<file path="src/rtl/uart_tx_arbiter_if.sv">
// Requester-side and uart_drive-side byte channels of uart_tx_arbiter.
// slave = arbiter view, master = user/testbench view.
interface uart_tx_arbiter_if #(
  parameter int P_REQ_NUM    = 4,
  parameter int P_DATA_WIDTH = 8
);
  logic [P_REQ_NUM*P_DATA_WIDTH-1:0] i_req_data;
  logic [P_REQ_NUM-1:0]              i_req_valid;
  logic [P_REQ_NUM-1:0]              i_req_last;
  logic [P_REQ_NUM-1:0]              o_req_ready;
  logic [P_DATA_WIDTH-1:0]           o_user_tx_data;
  logic                              o_user_tx_valid;
  logic                              i_user_tx_ready;

  modport slave (
    input  i_req_data, i_req_valid, i_req_last, i_user_tx_ready,
    output o_req_ready, o_user_tx_data, o_user_tx_valid
  );

  modport master (
    output i_req_data, i_req_valid, i_req_last, i_user_tx_ready,
    input  o_req_ready, o_user_tx_data, o_user_tx_valid
  );
endinterface

</file>
<file path="src/rtl/uart_tx_arbiter.sv">
// Packet-atomic round-robin arbiter onto the uart_drive TX channel; idle watchdog under `UART_ARB_TIMEOUT_EN.
// Grant 1 cycle after request, then zero-bubble passthrough; owner sees i_user_tx_ready as its ready.
module uart_tx_arbiter #(
  parameter  int P_REQ_NUM    = 4,
  parameter  int P_DATA_WIDTH = 8,
  parameter  int P_TIMEOUT    = 1024,
  localparam int LP_IDW       = $clog2(P_REQ_NUM)
) (
  input  logic              i_clk,
  input  logic              i_rst_n,
  uart_tx_arbiter_if.slave  bus,
  output logic [LP_IDW-1:0] o_grant_id,
  output logic              o_busy,
  output logic              o_timeout
);

  if (P_REQ_NUM < 2 || P_REQ_NUM > 8 || P_TIMEOUT < 2) begin : g_param_err
    $error("uart_tx_arbiter: parameter out of range");
  end

  typedef enum logic {S_IDLE, S_XFER} state_t;

  state_t              r_state, w_state_nxt;
  logic [LP_IDW-1:0]   r_grant, w_grant_nxt;
  logic [LP_IDW-1:0]   r_rr_last, w_rr_last_nxt;
  logic                r_timeout, w_timeout_nxt;
  logic [LP_IDW-1:0]   w_pick, w_cand;
  logic                w_any;
  logic                w_g_valid;
  logic                w_beat;
  logic                w_last_beat;
  logic                w_expire;
  logic [P_DATA_WIDTH-1:0] w_req_bytes [P_REQ_NUM];

  for (genvar gi = 0; gi < P_REQ_NUM; gi++) begin : g_bytes
    assign w_req_bytes[gi] = bus.i_req_data[gi*P_DATA_WIDTH +: P_DATA_WIDTH];
  end

  // First valid requester after the previous winner, wrapping around.
  always_comb begin : p_pick
    int w_idx;
    w_pick = '0;
    w_cand = '0;
    w_any  = 1'b0;
    w_idx  = 0;
    for (int i = 1; i <= P_REQ_NUM; i++) begin
      w_idx = int'(r_rr_last) + i;
      if (w_idx >= P_REQ_NUM) w_idx = w_idx - P_REQ_NUM;
      w_cand = LP_IDW'(w_idx);
      if (!w_any && bus.i_req_valid[w_cand]) begin
        w_any  = 1'b1;
        w_pick = w_cand;
      end
    end
  end

  assign w_g_valid   = bus.i_req_valid[r_grant];
  assign w_beat      = (r_state == S_XFER) && w_g_valid && bus.i_user_tx_ready;
  assign w_last_beat = w_beat && bus.i_req_last[r_grant];

  always_comb begin : p_passthru
    bus.o_req_ready     = '0;
    bus.o_user_tx_valid = 1'b0;
    bus.o_user_tx_data  = '0;
    if (r_state == S_XFER) begin
      bus.o_user_tx_data       = w_req_bytes[r_grant];
      bus.o_user_tx_valid      = w_g_valid;
      bus.o_req_ready[r_grant] = bus.i_user_tx_ready;
    end
  end

`ifdef UART_ARB_TIMEOUT_EN
  localparam int LP_CW = $clog2(P_TIMEOUT + 1);

  logic [LP_CW-1:0] r_cnt, w_cnt_nxt;

  // Only starved cycles count; a stalled-but-valid owner is not idle.
  assign w_expire = (r_state == S_XFER) && !w_g_valid &&
                    (r_cnt == LP_CW'(P_TIMEOUT - 1));

  always_comb begin : p_cnt_nxt
    w_cnt_nxt = r_cnt;
    if (r_state != S_XFER || w_beat || w_expire) begin
      w_cnt_nxt = '0;
    end else if (!w_g_valid) begin
      w_cnt_nxt = r_cnt + LP_CW'(1);
    end
  end

  always_ff @(posedge i_clk or negedge i_rst_n) begin
    if (!i_rst_n) r_cnt <= '0;
    else          r_cnt <= w_cnt_nxt;
  end
`else
  assign w_expire = 1'b0;
`endif

  always_comb begin : p_fsm_nxt
    w_state_nxt   = r_state;
    w_grant_nxt   = r_grant;
    w_rr_last_nxt = r_rr_last;
    w_timeout_nxt = 1'b0;
    case (r_state)
      S_IDLE: begin
        if (w_any) begin
          w_state_nxt   = S_XFER;
          w_grant_nxt   = w_pick;
          w_rr_last_nxt = w_pick;
        end
      end
      S_XFER: begin
        if (w_last_beat) begin
          w_state_nxt = S_IDLE;
        end else if (w_expire) begin
          w_state_nxt   = S_IDLE;
          w_timeout_nxt = 1'b1;
        end
      end
      default: w_state_nxt = S_IDLE;
    endcase
  end

  always_ff @(posedge i_clk or negedge i_rst_n) begin
    if (!i_rst_n) begin
      r_state   <= S_IDLE;
      r_grant   <= '0;
      r_rr_last <= LP_IDW'(P_REQ_NUM - 1);
      r_timeout <= 1'b0;
    end else begin
      r_state   <= w_state_nxt;
      r_grant   <= w_grant_nxt;
      r_rr_last <= w_rr_last_nxt;
      r_timeout <= w_timeout_nxt;
    end
  end

  assign o_grant_id = r_grant;
  assign o_busy     = (r_state == S_XFER);
  assign o_timeout  = r_timeout;

endmodule
</file>
<file path="src/flat_wrapper.sv">
// flat-port wrapper written by rule: the top's interface ports become plain ports
module uart_tx_arbiter_flat 
#(
  parameter  int P_REQ_NUM    = 4,
  parameter  int P_DATA_WIDTH = 8,
  parameter  int P_TIMEOUT    = 1024,
  localparam int LP_IDW       = $clog2(P_REQ_NUM)
)
  (i_clk, i_rst_n, o_grant_id, o_busy, o_timeout, bus_i_req_data, bus_i_req_valid, bus_i_req_last, bus_i_user_tx_ready, bus_o_req_ready, bus_o_user_tx_data, bus_o_user_tx_valid);
  uart_tx_arbiter_if #(.P_REQ_NUM(P_REQ_NUM), .P_DATA_WIDTH(P_DATA_WIDTH)) bus_i ();
  input  logic i_clk;
  input  logic i_rst_n;
  output logic [LP_IDW-1:0] o_grant_id;
  output logic o_busy;
  output logic o_timeout;
  input wire logic [$bits(bus_i.i_req_data)-1:0] bus_i_req_data;
  input wire logic [$bits(bus_i.i_req_valid)-1:0] bus_i_req_valid;
  input wire logic [$bits(bus_i.i_req_last)-1:0] bus_i_req_last;
  input wire logic [$bits(bus_i.i_user_tx_ready)-1:0] bus_i_user_tx_ready;
  output wire logic [$bits(bus_i.o_req_ready)-1:0] bus_o_req_ready;
  output wire logic [$bits(bus_i.o_user_tx_data)-1:0] bus_o_user_tx_data;
  output wire logic [$bits(bus_i.o_user_tx_valid)-1:0] bus_o_user_tx_valid;
  assign bus_i.i_req_data = bus_i_req_data;
  assign bus_i.i_req_valid = bus_i_req_valid;
  assign bus_i.i_req_last = bus_i_req_last;
  assign bus_i.i_user_tx_ready = bus_i_user_tx_ready;
  assign bus_o_req_ready = bus_i.o_req_ready;
  assign bus_o_user_tx_data = bus_i.o_user_tx_data;
  assign bus_o_user_tx_valid = bus_i.o_user_tx_valid;
  uart_tx_arbiter #(.P_REQ_NUM(P_REQ_NUM), .P_DATA_WIDTH(P_DATA_WIDTH), .P_TIMEOUT(P_TIMEOUT)) u_core (.i_clk(i_clk), .i_rst_n(i_rst_n), .bus(bus_i), .o_grant_id(o_grant_id), .o_busy(o_busy), .o_timeout(o_timeout));
endmodule
</file>
<file path="config.mk">
export PLATFORM = sky130hd
export DESIGN_NAME = uart_tx_arbiter_flat
export DESIGN_NICKNAME = d
export VERILOG_FILES = /design/src/rtl/uart_tx_arbiter_if.sv /design/src/rtl/uart_tx_arbiter.sv /design/src/flat_wrapper.sv
export SDC_FILE = /design/constraint.sdc
export NUM_CORES = 1
export LEC_CHECK = 0
export BUFFER_PORTS_ARGS = -buffer_cell sky130_fd_sc_hd__buf_2
export CORE_MARGIN = 5
export CORE_UTILIZATION = 33
export CTS_CLUSTER_DIAMETER = 120
export DETAILED_ROUTE_END_ITERATION = 7
export PLACE_DENSITY_LB_ADDON = 0.2
export SETUP_SLACK_MARGIN = 0.05
export SYNTH_ARGS = -nofsm -noshare
export SYNTH_HDL_FRONTEND = slang
export SYNTH_SLANG_ARGS = --single-unit
</file>
<file path="constraint.sdc">
create_clock -name i_clk -period 1.5 [get_ports i_clk]
set_input_delay 0.3 -clock i_clk [delete_from_list [all_inputs] [get_ports i_clk]]
set_output_delay 0.3 -clock i_clk [all_outputs]
set_load 0.005 [all_outputs]
</file>
==> results by stage <==
Power:
- Dividing total power by cell area gives a power density of 1720 nW/µm².
- The analysis attributes to net switching a power of 767 µW.
- VDD sags by at most 1.15 mV.
- The fraction of power consumed by the clock network is 7.1%.
- The total leakage power is 0.615 nW.
- Combinational logic burns 78.2% of the power.
- The switching share of total power is 35.4%.
- Sequential cells account for 14.7% of the total power.
- Cell internal power was estimated by the tool at 1.40 mW.
- The overall power of the completed layout is 2.17 mW.

CTS:
- No sink is reached through more buffers than the 2 on the longest clock path.
- Clock-pin slew was measured on the worst setup and hold paths at 0.05 ns.
- In this run the number of H-tree levels came out at 1.
- The CTS tree is yes.
- The number of CTS-inserted buffers is 3.
- The clock sink total is 5.
- The library cell used as clock root buffer is sky130_fd_sc_hd__clkbuf_4.
- The clock network latency to the later pin of the worst-skew pair is 0.24 ns.

Critical path:
- STA classifies the critical path startpoint as a register.
- The most critical setup path has its endpoint at bus_o_user_tx_data[2].
- The worst setup path is of the reg -> out kind.
- The critical path startpoint is u_core.o_grant_id[0].
- The worst reg2reg path endpoint is u_core.o_busy.
- STA classifies the critical path endpoint as an output port.
- The biggest fanout along the worst timing path is 5.
- For the worst setup path, the data arrival time is 1.56 ns.
- The number of cells on the worst reg-to-reg path is 5.
- Across all register-to-register paths, the minimum setup slack is -0.02 ns.
- The critical path data required time is 1.20 ns.
- The worst register-to-register path begins at u_core.o_grant_id[0].

Synth:
- In this run the mean area of a mapped cell was 9.95 µm².
- The cell type with the highest aggregate area in the netlist is sky130_fd_sc_hd__mux4_2.
- Yosys mapped a number of flops with a built-in enable equal to 0.
- The xor and xnor area share after synthesis is 0%.
- The most used flip-flop cell after synthesis is sky130_fd_sc_hd__dfrtp_1.
- The post-synth design cell area is 667 µm².
- By area the synthesized netlist is led by sky130_fd_sc_hd__mux4_2 27%, sky130_fd_sc_hd__dfrtp_1 11%, sky130_fd_sc_hd__dfstp_2 7.9%, sky130_fd_sc_hd__mux4_1 7.9%, sky130_fd_sc_hd__and2_1 7.5%.
- The post-synthesis simple-gate area fraction is 33.4%.
- After synthesis, the share of cell area in mux cells is 34.9%.
- Summing the areas of all compound-gate instances in the mapped netlist gives 7.32% of the synthesized area.
- After synthesis, the largest family of logic cells by area is multiplexers.
- The count of mapped cells out of synthesis is 67.
- The share of synthesized area in the top cell type comes to 27.0%.
- Counting flops with an async set or reset pin after synthesis yields a share of 100%.
- In this run, synthesis produced a sequential element count of 5.
- Synthesis instantiated 29 different standard cells from the library.
- Counting every net in the synthesized netlist gives 110.
- The adder and majority gate portion of the synthesized area is 0%.
- The sequential cell area fraction in the yosys report is 19.1%.
- For this run, the number of Yosys warnings is 0.

Routing:
- After detailed routing, the average wire length per cell comes to 14.5 µm.
- The remaining antenna violation count after routing is 0.
- The first-pass iteration count of the detailed router is 4.
- The mean number of vias per cell is 4.91.
- The remaining routing DRC violations is 0.
- The routed layout has 834 vias.
- The DRC marker count from the first detailed-route iteration is 3.
- The routed design has 2470 µm of wire.

Run status:
- The run finished, with violations left.
- The checks that failed: negative setup slack.

Layout:
- The area overhead of the layout relative to synthesis is 89.1%.
- Summing all multi-input logic gate instances after layout gives 557 µm².
- Once layout is complete, the utilization of the core stands at 64.9%.
- The flip-flop and latch area is 131 µm².
- The number of antenna diodes in the final layout is 0.
- The final-layout fill cell count is 159.
- For this run, the post-layout net count is 187.
- The fraction of layout instances using a drive strength above 1 is 72.7%.

STA:
- The minimum period implied by the final worst setup slack is 1.86 ns.
- The count of endpoints failing hold in the final timing report is 0.
- Setup repair after global routing could not meet its margin everywhere.
- The max-slew violation count is 0.
- The achievable frequency is 537 MHz.
- The final setup violation count is 14.
- In the post-route analysis, the smallest setup slack over all paths is -0.361 ns.
- Between clock sinks in the finished design, the worst skew comes to 0.00356 ns.
- The post-route worst hold slack is 0.333 ns.
- The share of the clock period used by the worst path is 124%.

Floorplanning:
- The initial utilization of the core area, before any placement, comes to 34.3%.
- The die span in x is 55.0 µm.
- In this run the vertical extent of the chip is 55.0 µm.
- The standard-cell row count is 16.
- In this run the standard cell core region covers 1940 µm².
- The area enclosed by the die boundary is 3020 µm².
- The number of top-level pins is 60.

GRT:
- The initial antenna violation count came to 0.
- The global-route wire length before repair is 3310 µm.
- The largest net degree at the start of global routing is 11.
- The via count of the first global-routing pass was 816.
- The total global routing track utilization is 14.8%.
- The aggregate global routing overflow is 0.

Hold path:
- Along the worst hold path, the cell count comes to 2.
- The path type of the worst min-delay path is in -> reg.

Placement:
- The congestion estimate from routability-driven global placement came to 0.744.
- The number of buffer cells added on primary ports is 58.
- The post-DP HPWL is 1860 µm.

Flow run:
- The number of max-cap violations is 0.
## cells in the final DEF, fill, tap and decap left out, drive strengths merged, types with 3 or more instances in the layout
cell     n
nand2    6
dfrtp    3
nand2b   3
and2     9
clkbuf   4
nor3     3
mux4    10
a21oi    4
nor2     6
and3b    3
buf     75
## power groups by stage
stage / combinational, mW / clock, mW / sequential (mW)
detailed placement: 1.05 / 0 / 0.359
floorplan: 0.696 / 0 / 0.305
finish: 1.69 / 0.154 / 0.317
global placement: 1.04 / 0 / 0.355
CTS: 1.43 / 0.160 / 0.308
global route: 1.82 / 0.172 / 0.330
## worst min-delay path by stage
stage / endpoint / from / slack, ns
after detailed placement: u_core.o_grant_id[1] / i_rst_n / 0.12
after global placement: u_core.o_grant_id[1] / i_rst_n / 0.12
final: u_core.o_busy / bus_i_user_tx_ready / 0.33
after floorplan: u_core.o_busy / i_rst_n / 0.004
after global routing: u_core.o_busy / bus_i_user_tx_ready / 0.33
after CTS: u_core.o_busy / bus_i_user_tx_ready / 0.30
## registers in the layout, summed over array words and instances, names as in the netlist
| register | flops |
|---|---|
| u_core.o_busy | 1 |
| u_core.r_rr_last | 2 |
| u_core.o_grant_id | 2 |
## through the flow
stage	setup WS, ns	cell area [µm²]	std cells	setup TNS, ns
6_report	-0.361	1260	170	-3.41
5_1_grt	-0.407	1260	170	-4.13
4_1_cts	-0.378	1170	168	-3.50
3_5_place_dp	-0.267	1020	156	-2.03
3_3_place_gp	-0.235	1020	156	-1.88
2_1_floorplan	-0.0279	668	67	-0.168
## synth_stat cells, drive strengths merged (2+ instances only)
cell type and n:
a21oi 4, and2 9, and3b 3, buf 3
dfrtp 3, dfstp 2, mux4 10, nand2 6
nand2b 3, nor2 6, nor2b 2, nor3 3
nor4 2
## per-layer routing
| metal | global-route usage, % | vias up | wire, µm |
|---|---|---|---|
| met2 | 31.3 | 39 | 1370 |
| met1 | 13.8 | 393 | 820 |
| met4 | 3.64 | 0 | 0 |
| met5 | 0 | - | 0 |
| met3 | 2.95 | 0 | 285 |
| li1 | - | 402 | - |
## repair_timing
item,in CTS,in global routing
hold buffers,1,0
pin swaps,13,2
gates cloned,0,1
setup endpoints to repair,13,15
buffers inserted,7,1
endpoints found under the hold margin,3,0
gates resized for setup,16,20
## critical path: stages (launching register included)
cell and delay, ns:
sky130_fd_sc_hd__dfrtp_4 0.50, sky130_fd_sc_hd__buf_12 0.15, sky130_fd_sc_hd__mux4_2 0.42, sky130_fd_sc_hd__and2_4 0.15, sky130_fd_sc_hd__buf_6 0.11
## kinds of logic (layout without fill, tap and decap cells)
group | after synthesis | after routing
and+or+nand+nor | 38 | 38
muxes | 10 | 10
AOI/OAI and AO/OA | 8 | 8
DFF | 5 | 5
buffers and inverters | 5 | 81
other | 1 | 1
## cell type report
cell class	instances	share of cell area (%)
sequential	5	10.4
inverter	1	0.694
multi-input combinational	57	44.1
tap	27	2.68
clock buffer	4	2.08
timing repair buffer	76	40.0
(Power assumes the default switching activity.)
